## config.mk

```make
export PLATFORM = sky130hd
export DESIGN_NAME = fetch_pair_unit
export DESIGN_NICKNAME = d
export VERILOG_FILES = /design/src/rtl/fetch_pair_unit.sv
export SDC_FILE = /design/constraint.sdc
export NUM_CORES = 1
export LEC_CHECK = 0
export ABC_AREA = 1
export BUFFER_PORTS_ARGS = -buffer_cell sky130_fd_sc_hd__clkbuf_2
export CORE_MARGIN = 2
export CORE_UTILIZATION = 53
export CTS_CLUSTER_SIZE = 25
export DETAILED_ROUTE_END_ITERATION = 6
export MAX_ROUTING_LAYER = met4
export PLACE_DENSITY = 0.95
export SLEW_MARGIN = 0
export SYNTH_ARGS = -nofsm -noshare
export SYNTH_HDL_FRONTEND = slang
export SYNTH_SLANG_ARGS = --single-unit
```

## constraint.sdc

```tcl
create_clock -name clk -period 8.88 [get_ports clk]
set_clock_uncertainty 0.15 [all_clocks]
set_input_delay 2.664 -clock clk [delete_from_list [all_inputs] [get_ports clk]]
set_output_delay 2.664 -clock clk [all_outputs]
set_load 0.005 [all_outputs]
```

## src/rtl/fetch_pair_unit.sv

```systemverilog
// rtl/fetch_pair_unit.sv - fetch stage issuing 64-bit line reads and pushing two instruction slots per line
//
// Ports:
//   clk, rst_n             clock, synchronous active-low reset
//   redirect_valid/_pc     single-cycle branch redirect from the backend
//   imem_addr/imem_rmask   8-byte aligned read request (rmask=4'hF for one cycle)
//   imem_rdata/imem_resp   read line and its response strobe
//   iq_full                instruction queue full
//   iq_push/iq_in[2]       2-wide queue push: {valid, pc, instruction} per slot
//   fetch_pc               current fetch pc (debug)
module fetch_pair_unit #(
    parameter logic [31:0] RESET_PC    = 32'h1eceb000,
    parameter int          ENTRY_WIDTH = 65
) (
    input  logic                   clk,
    input  logic                   rst_n,
    input  logic                   redirect_valid,
    input  logic [31:0]            redirect_pc,
    output logic [31:0]            imem_addr,
    output logic [3:0]             imem_rmask,
    input  logic [63:0]            imem_rdata,
    input  logic                   imem_resp,
    input  logic                   iq_full,
    output logic                   iq_push,
    output logic [ENTRY_WIDTH-1:0] iq_in [2],
    output logic [31:0]            fetch_pc
);

    typedef enum logic [1:0] {ISSUE, WAIT, STALL, DISCARD} state_t;

    state_t      state;
    logic [31:0] pc;
    logic [31:0] req_pc;
    logic [63:0] hold_data;

    logic        push_en;
    logic [63:0] push_data;
    logic [31:0] base;

    assign base     = req_pc & 32'hffff_fff8;
    assign fetch_pc = pc;

    // Redirect always wins over a push, so every push condition excludes it.
    always_comb begin
        push_en   = 1'b0;
        push_data = imem_rdata;
        case (state)
            WAIT:    push_en = !redirect_valid && imem_resp && !iq_full;
            STALL: begin
                push_en   = !redirect_valid && !iq_full;
                push_data = hold_data;
            end
            default: push_en = 1'b0;
        endcase
    end

    always_comb begin
        iq_push = rst_n && push_en;
        iq_in[0] = '0;
        iq_in[1] = '0;
        if (iq_push) begin
            // A target at pc[2]=1 leaves the low half of the line unwanted.
            iq_in[0] = {~req_pc[2], base, push_data[31:0]};
            iq_in[1] = {1'b1, base + 32'd4, push_data[63:32]};
        end
    end

    always_comb begin
        imem_addr  = '0;
        imem_rmask = 4'h0;
        if (state == ISSUE) begin
            imem_addr = pc & 32'hffff_fff8;
            if (rst_n && !redirect_valid)
                imem_rmask = 4'hF;
        end
    end

    always_ff @(posedge clk) begin
        if (!rst_n) begin
            state     <= ISSUE;
            pc        <= RESET_PC;
            req_pc    <= '0;
            hold_data <= '0;
        end else begin
            case (state)
                ISSUE: begin
                    if (redirect_valid) begin
                        pc <= redirect_pc;
                    end else begin
                        req_pc <= pc;
                        state  <= WAIT;
                    end
                end
                WAIT: begin
                    if (redirect_valid) begin
                        pc    <= redirect_pc;
                        // Without the response in hand, the line still in flight must be dropped later.
                        state <= imem_resp ? ISSUE : DISCARD;
                    end else if (imem_resp) begin
                        if (!iq_full) begin
                            pc    <= base + 32'd8;
                            state <= ISSUE;
                        end else begin
                            hold_data <= imem_rdata;
                            state     <= STALL;
                        end
                    end
                end
                STALL: begin
                    if (redirect_valid) begin
                        pc    <= redirect_pc;
                        state <= ISSUE;
                    end else if (!iq_full) begin
                        pc    <= base + 32'd8;
                        state <= ISSUE;
                    end
                end
                DISCARD: begin
                    if (redirect_valid)
                        pc <= redirect_pc;
                    if (imem_resp)
                        state <= ISSUE;
                end
                default: state <= ISSUE;
            endcase
        end
    end

    // A response may only arrive while a request is outstanding.
    resp_only_when_outstanding: assert property (@(posedge clk) disable iff (!rst_n)
        !(imem_resp && (state == ISSUE || state == STALL)));

endmodule

```

* Word level (Yosys, flattened, before mapping)
Cells that the tools add are included.
** Operators by class
- Add/subtract/negate cells :: 2
- Equality and inequality tests :: 8
- Mux-type cells :: 21
- Bitwise logic cells :: 2
- Reduce and logical (&&, ||, !) cells :: 13
** Operator list (number)
- 2-to-1 mux 32 bit :: 6
- 2-to-1 mux 130 bit :: 1
- one-hot mux 32 bit (3 select lines) :: 1
- 2-to-1 mux 64 bit :: 1
- adder 32 x 3 -> 32 bit (second input constant) :: 1
- adder 32 x 4 -> 32 bit (second input constant) :: 1
- 2-to-1 mux 2 bit :: 8
- 2-to-1 mux 4 bit :: 2
- one-hot mux 2 bit (4 select lines) :: 1
- AND reduction 4 bit :: 2
- != test 3 bit (second input constant) :: 2
- logical AND 1 bit :: 5
- equality test 2 bit (second input constant) :: 2
- != test 2 bit (second input constant) :: 2
- AND reduction 2 bit :: 2
- equality test 2 x 1 -> 1 bit (second input constant) :: 1
- zero test 1 bit :: 2
- zero test 2 bit :: 1
- != test 2 x 1 -> 1 bit (second input constant) :: 1
- NOT 1 bit :: 2
- one-hot mux 1 bit (2 select lines) :: 1
- OR reduction 2 bit :: 1
** Word-level totals
- Register bits after elaboration :: 130
- Bits of input ports :: 101
- Output and inout bits :: 199
- Word-level logic and storage cells :: 50

* Depth between registers and ports, before layout
- Depth in word-level cells :: 6
- Gate-level depth with buffers :: 11
- Gate-level depth less buffers :: 10

* Worst setup path after synthesis
No wires, ideal clock.
- Path kind :: input port to output port
- Start point :: in redirect_valid
- End point :: out iq_in[128] (netlist name)
- Arrival time :: 3.896 ns
- Required time :: 6.066 ns
- Setup slack :: 2.170 ns
- Stages on the path :: 9
- Path buffers :: 4
- Cell sequence :: buf_6 nor2_4 inv_2 nor4_4 inv_2 buf_6 buf_2 nor2_1 buf_4
** RTL lines
- start, declared :: RTL line 17 : input logic redirect_valid,
- end, declared :: RTL line 25 : output logic [ENTRY_WIDTH-1:0] iq_in [2],

==> flow_metrics.py <==
metrics = {
    "worst_setup_path": {
        "worstPathMaxFanout": 69,
        "arrival_ps": 4890,
        "critPathKind": "primary input to output port",
        "crit_chain": "clkbuf_2 -> nor2_4 -> inv_2 -> nor4_4 -> clkinv_2 -> buf_4 -> a21oi_1 -> clkbuf_2",
        "cpMostUsedCell": "clkbuf_2",
        "reg2reg_from": "state[0]",
        "end_kind": "output port",
        "start_kind": "primary input",
        "cp_slowest_cell": "buf_4",
        "cp_top_family": "buffers and inverters",
        "cp.required_ps": 6070,
        "startpoint": "redirect_valid",
        "cp_num_buf_inv": 5,
        "cpPeakStageDelay_ps": 500,
    },
    "power_and_ir_drop": {
        "power_density_nw_per_um2": 214,
        "power_mw": 1.91,
        "vdd_drop_max_mv": 0.130,
        "leakagePower_nw": 4.20,
    },
    "final_layout": {
        "nets": 1466,
        "multiInputGateArea_um2": 3790,
        "final_layout_size_suffix_gt1_frac": 0.272,
        "antennaDiodeCount": 0,
        "post-route-util": 0.671,
        "fill_cells": 1108,
        "area_growth_pct": 22.9,
        "layout.cells.non_filler": 1546,
        "final_common_cell": "clkbuf_2",
        "register_area_um2": 2560,
        "final_cell_mix": "clkbuf_2, nand2_1, nor2_1",
    },
    "flow_run": {
        "maxCapViolCount": 0,
    },
    "sta": {
        "tightest_slew_ps": 1070,
        "holdWs_ps": 319,
        "final_hold_viol_count": 0,
        "drv_slew": 0,
        "fin_tns_setup_ps": 0,
        "relSlewSlack": 0.288,
        "report.final.setup_viol": 0,
        "period_share": 0.868,
        "rsz0062_at_grt": "false",
        "fin_crit_ps": 7710,
        "fmax_mhz": 130,
    },
    "global_route": {
        "grt_max_degree": 91,
        "antenna_found_initial": 0,
        "grt_overflow": 0,
        "grt_pass1_vias": 7569,
        "grt_util_all_layers": 0.323,
        "grt_first_pass_wirelength_um": 36600,
    },
    "clock_network": {
        "cts_setup_buffers": 0,
        "root_buffer": "clkbuf_16",
        "cts.reportedPaths.clkPinSlew_ps": 50,
        "htreeDepth": 4,
        "ctsHoldBuffers": 0,
        "cts_tree": "yes",
        "cts_buffers": 17,
        "clk_latency_ps": 420,
        "clockBufferDepth": 2,
        "cts_resized": 0,
        "clock_sinks": 128,
    },
    "drt": {
        "drt-pass1-iter-count": 5,
        "drc": 0,
        "ant_nets": 0,
        "vias": 8496,
        "avgViaCountPerCell": 5.50,
        "wl_per_cell_um": 15.2,
        "drt-initial-drc-count": 850,
        "wirelength_um": 23600,
    },
    "status": {
        "status": "complete, no violations",
    },
    "floorplan": {
        "coreArea_um2": 13300,
        "boundaryPins": 300,
        "initial_core_util": 0.546,
        "die_x_um": 121,
        "rows": 42,
        "chipHeight_um": 121,
        "die-area_um2": 14700,
    },
    "placed_design": {
        "gp_congestion": 0.979,
        "place.port_buffers": 291,
        "place.detailed.hpwl_um": 16300,
        "placed_cells": 1516,
    },
    "synthesis": {
        "synth_top_area_frac": 0.352,
        "netlist_top_cells_area": "dfxtp_1, nand2_1, nor2_1",
        "avgSynthCellArea_um2": 6.36,
        "yosysTopAreaCell": "dfxtp_1",
        "synth.distinct_cells": 27,
        "ys_ff_latch": 128,
        "synth-seq-area-share": 0.352,
        "synth_warnings": 0,
        "syn_inst": 1146,
        "synth_area_um2": 7290,
    },
    "hold_path": {
        "min-delay-start": "fetch_pc[0]",
        "worstHoldPathType": "flop to flop",
    },
}
[worst register-to-register path: stages, from the launching register on]
cell and delay (ps):
dfxtp_1 370, inv_1 100, ha_2 180, buf_4 320, inv_2 870, o22ai_1 220, nor2_1 270, o21ai_0 140
a21oi_1 180
[report_power, final]
part / internal, mW / switching [mW] / total [mW]
logic: 0.192 / 0.368 / 0.560
clock network: 0.393 / 0.245 / 0.638
registers: 0.648 / 0.0695 / 0.717
total: 1.23 / 0.682 / 1.91
[registers in the layout, indices dropped and copies added (netlist names)]
name	flops
state	2
hold_data	64
fetch_pc	32
req_pc	30
[kinds of logic after synthesis]
logic type      Yosys count  share of synthesized area
compound gates          249                      0.198
other cells               1                   0.000515
xor+xnor                  2                    0.00240
simple gates            560                      0.303
flops                   128                      0.352
fa+ha+maj                 6                     0.0103
buf+inv                 200                      0.134
[worst paths after layout]
kind,endpoint,slack [ps],cells past startpoint
worst max-delay path,iq_in[9],1170,8
worst min-delay path,fetch_pc[0],320,2
worst max register to register,state[1],6020,8
worst min register to register,fetch_pc[0],320,2
[final cells by class]
cell class,instances,area share
sequential,128,0.286
tap,176,0.0246
inverter,86,0.0362
clock buffer,23,0.0522
multi-input combinational,825,0.423
clock inverter,7,0.00698
timing repair buffer,301,0.171
[layer usage]
layer / share of wire / routed length (um) / track usage
met5: 0 / 0 / -
met4: 0.036 / 839 / 0.152
met3: 0.098 / 2300 / 0.0832
met2: 0.49 / 11500 / 0.535
met1: 0.38 / 8860 / 0.366
[cells in the mapped netlist]
cell and n:
o211ai_1 6, a21oi_1 69, buf_2 19, conb_1 1, buf_6 5, nand3_1 40
ha_1 6, o22ai_1 1, nor2_1 215, xor2_1 2, inv_2 4, nor2_2 2
buf_1 2, nor2_4 1, nand4_1 7, nor3_1 2, nand2_1 289, buf_4 43
o21ai_0 113, dfxtp_1 128, a31oi_1 3, a21oi_2 30, nor4_4 1, inv_1 82
or2_2 3, clkbuf_1 45, o31ai_1 27
[stage by stage]
stage | instance area, um2 | worst slack (ps)
floorplan | 7310 | 2170
global placement | 8430 | 1380
detailed placement | 8430 | 1260
CTS | 8960 | 1250
global route | 8960 | 1060
finish | 8960 | 1170
Power figures use the tool's default switching activity.
